===== src/rtl/rv_pkg.sv =====
// Shared fetch-side definitions: datapath width, instruction size and the
// fetch controller state encoding.
package rv_pkg;

  localparam int unsigned XLEN        = 32;
  localparam int unsigned INSTR_BYTES = 4;

  typedef enum logic [2:0] {
    S_IDLE = 3'd0,
    S_REQ  = 3'd1,
    S_WAIT = 3'd2,
    S_OUT  = 3'd3,
    S_ERR  = 3'd4
  } fetch_state_e;

endpackage


===== src/rtl/fetch_ctrl.sv =====
// Instruction fetch controller: issues one instruction-memory request at a
// time, presents the returned word to decode and follows branch redirects.
//
// Build option: FETCH_CTRL_ALIGN_CHK_EN
//   defined   - a redirect to a non-word-aligned address parks the controller
//               in S_ERR (fetch_err_o=1, no requests) until reset.
//   undefined - the low redirect address bits are cleared and S_ERR is never
//               entered; fetch_err_o is tied low.
//
// state  | meaning
// -------+-----------------------------------------------------------------
// S_IDLE | just out of reset, outputs quiet, moves to S_REQ next cycle
// S_REQ  | imem_req_o high with imem_addr_o = pc, waiting for grant
// S_WAIT | request granted, waiting for rvalid (drop_q: discard that response)
// S_OUT  | instr_valid_o high, waiting for decode to take it (stall_i low)
// S_ERR  | misaligned redirect seen, stuck until reset
module fetch_ctrl
  import rv_pkg::*;
#(
  parameter logic [XLEN-1:0] RESET_PC = 32'h0000_0000
) (
  input  logic            clk,
  input  logic            reset,
  input  logic            stall_i,
  input  logic            redirect_i,
  input  logic [XLEN-1:0] redirect_pc_i,
  output logic            imem_req_o,
  output logic [XLEN-1:0] imem_addr_o,
  input  logic            imem_gnt_i,
  input  logic            imem_rvalid_i,
  input  logic [XLEN-1:0] imem_rdata_i,
  output logic            instr_valid_o,
  output logic [XLEN-1:0] instr_o,
  output logic [XLEN-1:0] instr_pc_o,
  output logic            fetch_err_o
);

  localparam logic [XLEN-1:0] ALIGN_MASK = XLEN'(INSTR_BYTES - 1);
  localparam logic [XLEN-1:0] PC_STEP    = XLEN'(INSTR_BYTES);

  fetch_state_e    state_q, state_d;
  logic [XLEN-1:0] pc_q, pc_d;
  logic            drop_q, drop_d;
  logic            valid_q, valid_d;
  logic [XLEN-1:0] instr_q, instr_d;
  logic [XLEN-1:0] instr_pc_q, instr_pc_d;
  logic [XLEN-1:0] redir_pc;

`ifdef FETCH_CTRL_ALIGN_CHK_EN
  logic redir_bad;
  assign redir_pc    = redirect_pc_i;
  assign redir_bad   = redirect_i && ((redirect_pc_i & ALIGN_MASK) != '0);
  assign fetch_err_o = (state_q == S_ERR);
`else
  assign redir_pc    = redirect_pc_i & ~ALIGN_MASK;
  assign fetch_err_o = 1'b0;
`endif

  // The address bus is driven only while a request is being presented.
  assign imem_req_o    = (state_q == S_REQ);
  assign imem_addr_o   = imem_req_o ? pc_q : '0;
  assign instr_valid_o = valid_q;
  assign instr_o       = instr_q;
  assign instr_pc_o    = instr_pc_q;

  // Next-state and next-register computation; redirect wins over everything
  // except the error state.
  always_comb begin
    state_d    = state_q;
    pc_d       = pc_q;
    drop_d     = drop_q;
    valid_d    = valid_q;
    instr_d    = instr_q;
    instr_pc_d = instr_pc_q;

    unique case (state_q)
      S_IDLE: begin
        // No request is on the bus in IDLE, so a grant here carries no
        // meaning; only the redirect target is taken.
        if (redirect_i) pc_d = redir_pc;
        state_d = S_REQ;
      end

      S_REQ: begin
        if (redirect_i) begin
          pc_d = redir_pc;
          if (imem_gnt_i) begin
            // The old address was accepted; swallow its response later.
            state_d = S_WAIT;
            drop_d  = 1'b1;
          end
        end else if (imem_gnt_i) begin
          state_d = S_WAIT;
        end
      end

      S_WAIT: begin
        if (redirect_i) begin
          pc_d = redir_pc;
          if (imem_rvalid_i) begin
            drop_d  = 1'b0;
            state_d = S_REQ;
          end else begin
            drop_d  = 1'b1;
          end
        end else if (imem_rvalid_i) begin
          if (drop_q) begin
            drop_d  = 1'b0;
            state_d = S_REQ;
          end else begin
            instr_d    = imem_rdata_i;
            instr_pc_d = pc_q;
            valid_d    = 1'b1;
            state_d    = S_OUT;
          end
        end
      end

      S_OUT: begin
        if (redirect_i) begin
          pc_d    = redir_pc;
          valid_d = 1'b0;
          state_d = S_REQ;
        end else if (!stall_i) begin
          pc_d    = pc_q + PC_STEP;
          valid_d = 1'b0;
          state_d = S_REQ;
        end
      end

      S_ERR: begin
        state_d = S_ERR;
      end

      default: begin
        state_d = S_IDLE;
        valid_d = 1'b0;
        drop_d  = 1'b0;
      end
    endcase

`ifdef FETCH_CTRL_ALIGN_CHK_EN
    if (redir_bad && (state_q != S_ERR)) begin
      state_d = S_ERR;
      pc_d    = pc_q;
      drop_d  = 1'b0;
      valid_d = 1'b0;
    end
`endif
  end

  // State and datapath registers with synchronous reset.
  always_ff @(posedge clk) begin
    if (reset) begin
      state_q    <= S_IDLE;
      pc_q       <= RESET_PC & ~ALIGN_MASK;
      drop_q     <= 1'b0;
      valid_q    <= 1'b0;
      instr_q    <= '0;
      instr_pc_q <= '0;
    end else begin
      state_q    <= state_d;
      pc_q       <= pc_d;
      drop_q     <= drop_d;
      valid_q    <= valid_d;
      instr_q    <= instr_d;
      instr_pc_q <= instr_pc_d;
    end
  end

endmodule


===== config.mk =====
export PLATFORM = sky130hd
export DESIGN_NAME = fetch_ctrl
export DESIGN_NICKNAME = d
export VERILOG_FILES = /design/src/rtl/rv_pkg.sv /design/src/rtl/fetch_ctrl.sv
export SDC_FILE = /design/constraint.sdc
export NUM_CORES = 1
export LEC_CHECK = 0
export BUFFER_PORTS_ARGS = -buffer_cell sky130_fd_sc_hd__buf_2
export CORE_UTILIZATION = 53
export DETAILED_ROUTE_END_ITERATION = 10
export GPL_TIMING_DRIVEN = 0
export PLACE_DENSITY = 0.86
export SKIP_CTS_REPAIR_TIMING = 1
export SYNTH_ARGS = -nofsm -noshare
export SYNTH_HDL_FRONTEND = slang
export SYNTH_SLANG_ARGS = --single-unit

===== constraint.sdc =====
create_clock -name clk -period 3.5 [get_ports clk]
set_input_delay 0.35 -clock clk [delete_from_list [all_inputs] [get_ports clk]]
set_output_delay 0.35 -clock clk [all_outputs]
set_load 0.005 [all_outputs]

==> results.toml <==
[outcome]
outcome = "finished clean"

[power]
pwr-share-comb_pct = 11.9
netSwitchingPower_w = 0.000628
power.leakage_nw = 2.55
clkPwrFrac_pct = 34.9
swShare_pct = 28.3
internal_power_w = 0.00159
power_density_nw_per_um2 = 385
peakVddDrop_uv = 207
seq_power_share_pct = 53.2

[global_route]
grt_pass1_vias = 4566
grt_antenna_before_repair = 0
grt_pass1_wl_um = 22000
overflow = 0
track_usage_pct = 31.4
grt_start_max_net_pins = 19

[worst_setup_path]
arrival_ns = 2.54
cp-endpoint = "imem_addr_o[14]"
crit_cells = 7
crit_top_cell = "clkbuf_1"
worstSetupEndpointType = "output port"
rr_endpoint = "pc_q[30]$_SDFFE_PP0P_"
startpoint_type = "register"
worstPathCellList = "buf_4 > inv_2 > nor3_1 > clkbuf_1 > clkbuf_1 > and2_1 > buf_2"
setup.worst_path.class = "register to output port"
startpoint = "state_q[0]$_SDFFE_PP0P_"
crit_slowest_cell = "clkbuf_1"
rrSetupSlack_ns = 1.37
crit_path_max_incr_delay_ns = 0.49
critPathTopFamily = "buffers and inverters"
crit_path_max_fanout = 10
rr_worst_depth = 7
rr_startpoint = "pc_q[2]$_SDFFE_PP0P_"
crit_buf_inv = 5
critPathRequiredTime_ns = 3.15

[timing]
finalSetupViolations = 0
report.final.hold_viol_count = 0
fin_ws_ns = 0.612
fin_skew_ns = 0.00945
grt_setup_unrepaired = "false"
tns_ns = 0
slew_headroom_pct = 48.2
fmax_mhz = 346
fin_crit_ns = 2.89
fin_crit_sh_pct = 82.5
drv_slew = 0
worst_pin_slew_ns = 0.771

[synthesis]
netlist_top_cells_area = "dfxtp_1, nand2_1, a21oi_1"
synth_cell_types = 57
post_synth_instance_area_um2 = 4610
synth_ff_type = "dfxtp_1"
netlist_instances = 606
synth_async_sr_flop_share_pct = 0
ys_ff_latch = 97
yosysTopAreaCell = "dfxtp_1"
syn_area_per_cell_um2 = 7.60
synth_seq_area_share_pct = 42.1
synth_edf_count = 0
ys_warn_count = 0
yosysTopAreaCellShare_pct = 42.1

[floorplan]
die_h_um = 95.2
start_util_pct = 55.5
rows = 33
die_x_um = 95.2
core_area_um2 = 8300
num_io_pins = 169
dieArea_um2 = 9070

[routing]
via_per_inst = 5.84
firstDrtPassIters = 5
drt_wl_total_um = 14400
avgRoutedWirePerCell_um = 16.1
drcViolationCount = 0
vias = 5199
drtIter0Drc = 398
ant_nets = 0

[placed_design]
dp_hpwl_um = 10400
io_buffers = 160
gp_congestion = 0.918
pre_cts_slack_ns = 1.15

[clock_tree]
cts-buffers-inserted = 9
clk-insertion-delay-late_ns = 0.37
cts_num_sinks = 97
cts_root_buffer = "clkbuf_8"
cts_tree = "done"
htreeDepth = 3
clock_path_buffers = 2
cts.clk_slew.worst_paths_ns = 0.11

[cells_and_area]
nets = 852
area_growth_pct = 25.1
num_antenna_cells = 0
drive_gt1_share_pct = 27.7
fill_cells = 733

[min_path]
min_path_type = "input pin to register"

[job]
maxCapViolCount = 0
layer usage:
metal | vias to the layer above | share of wire, % | global-route usage (%)
met5 | - | 0 | 0
li1 | 2438 | - | -
met3 | 64 | 8.0 | 4.39
met2 | 280 | 46 | 49.8
met1 | 2417 | 41 | 40.7
met4 | 0 | 4.9 | 18.1
cell type report:
type / count / area, um2 / area share (%)
Multi-Input combinational cell: 457 / 2420 / 41.9
Sequential cell: 97 / 1940 / 33.7
Timing Repair Buffer: 160 / 801 / 13.9
Buffer: 51 / 246 / 4.28
Tap cell: 105 / 131 / 2.28
Clock buffer: 9 / 124 / 2.15
Clock inverter: 7 / 83.8 / 1.45
Inverter: 5 / 18.8 / 0.326
worst register-to-register path, delay by kind of cell, from the launching register on:
kind            cells  cell delay (ns)
simple gates        2             0.55
flops               1             0.51
buf+inv             1             0.29
compound gates      3             0.39
fa+ha+maj           1             0.26
Yosys cell counts, types with 7 or more instances:
library cell    n
nor3_1         12
nand4_1        10
clkbuf_1       19
and2_1         32
mux2i_1         7
o21ai_0        11
nand2_1       151
buf_4           7
a21oi_1        90
nand3_1        12
dfxtp_1        97
buf_2          23
o22ai_1         8
nor2_1         38
registers in the layout, indices dropped and copies added (netlist names):
register,count
drop_q,1
state_q,3
instr_o,32
pc_q,30
instr_valid_o,1
instr_pc_o,30
cells by family after synthesis:
logic type | count (synthesis) | synth area share, %
DFF | 97 | 42.1
and+or+nand+nor | 288 | 30.1
adders and majority gates | 1 | 0.271
buffers and inverters | 56 | 5.76
AOI/OAI and AO/OA | 156 | 20.2
muxes | 7 | 1.52
other | 1 | 0.0814
worst min-delay path by stage:
stage | cells past startpoint | startpoint | to | slack (ns)
floorplan | 2 | instr_o[0]$_SDFFE_PP0P_ | instr_o[0]$_SDFFE_PP0P_ | 0.45
global placement | 2 | instr_pc_o[23]$_SDFFE_PP0P_ | instr_pc_o[23]$_SDFFE_PP0P_ | 0.44
detailed placement | 2 | instr_pc_o[23]$_SDFFE_PP0P_ | instr_pc_o[23]$_SDFFE_PP0P_ | 0.45
CTS | 3 | imem_rdata_i[15] | instr_o[15]$_SDFFE_PP0P_ | 0.20
global route | 3 | imem_rdata_i[6] | instr_o[6]$_SDFFE_PP0P_ | 0.20
finish | 3 | imem_rdata_i[6] | instr_o[6]$_SDFFE_PP0P_ | 0.20
cells in the final DEF (no fill, tap or decap), types with 4 or more instances in the layout:
cell type and instances:
clkbuf_8 9, dfxtp_1 97, mux2i_1 7, nor4_1 5, nand3_1 12, nor2_1 38
a311oi_1 4, clkbuf_1 19, nand4_1 10, nand2_1 151, conb_1 5, buf_2 183
o22ai_1 8, a21oi_1 90, o21ai_1 6, and3_1 5, buf_4 7, nor3_1 12
nand2b_1 4, a31oi_1 6, o21ai_0 11, and2_1 32, a41oi_1 4, o31ai_1 5
through the flow:
stage | instance area, um2 | std cells | utilization [%] | hold WS [ns] | power (W)
after floorplan | 4620 | 610 | - | 0.453 | 0.00134
after global placement | 5560 | 875 | 66.9 | 0.438 | 0.00145
after global routing | 5760 | 891 | 69.4 | 0.197 | 0.00229
final | 5760 | 891 | 69.4 | 0.205 | 0.00222
after detailed placement | 5560 | 875 | 66.9 | 0.446 | 0.00146
after CTS | 5760 | 891 | 69.4 | 0.200 | 0.00221
power by group through the flow:
stage               Sequential (W)  Clock (W)  Combinational, W
floorplan                  0.00119          0          0.000151
global placement           0.00120          0          0.000249
detailed placement         0.00120          0          0.000257
CTS                        0.00117   0.000778          0.000258
global route               0.00118   0.000821          0.000287
finish                     0.00118   0.000773          0.000265
No activity file was read; power rests on OpenSTA's default activity.
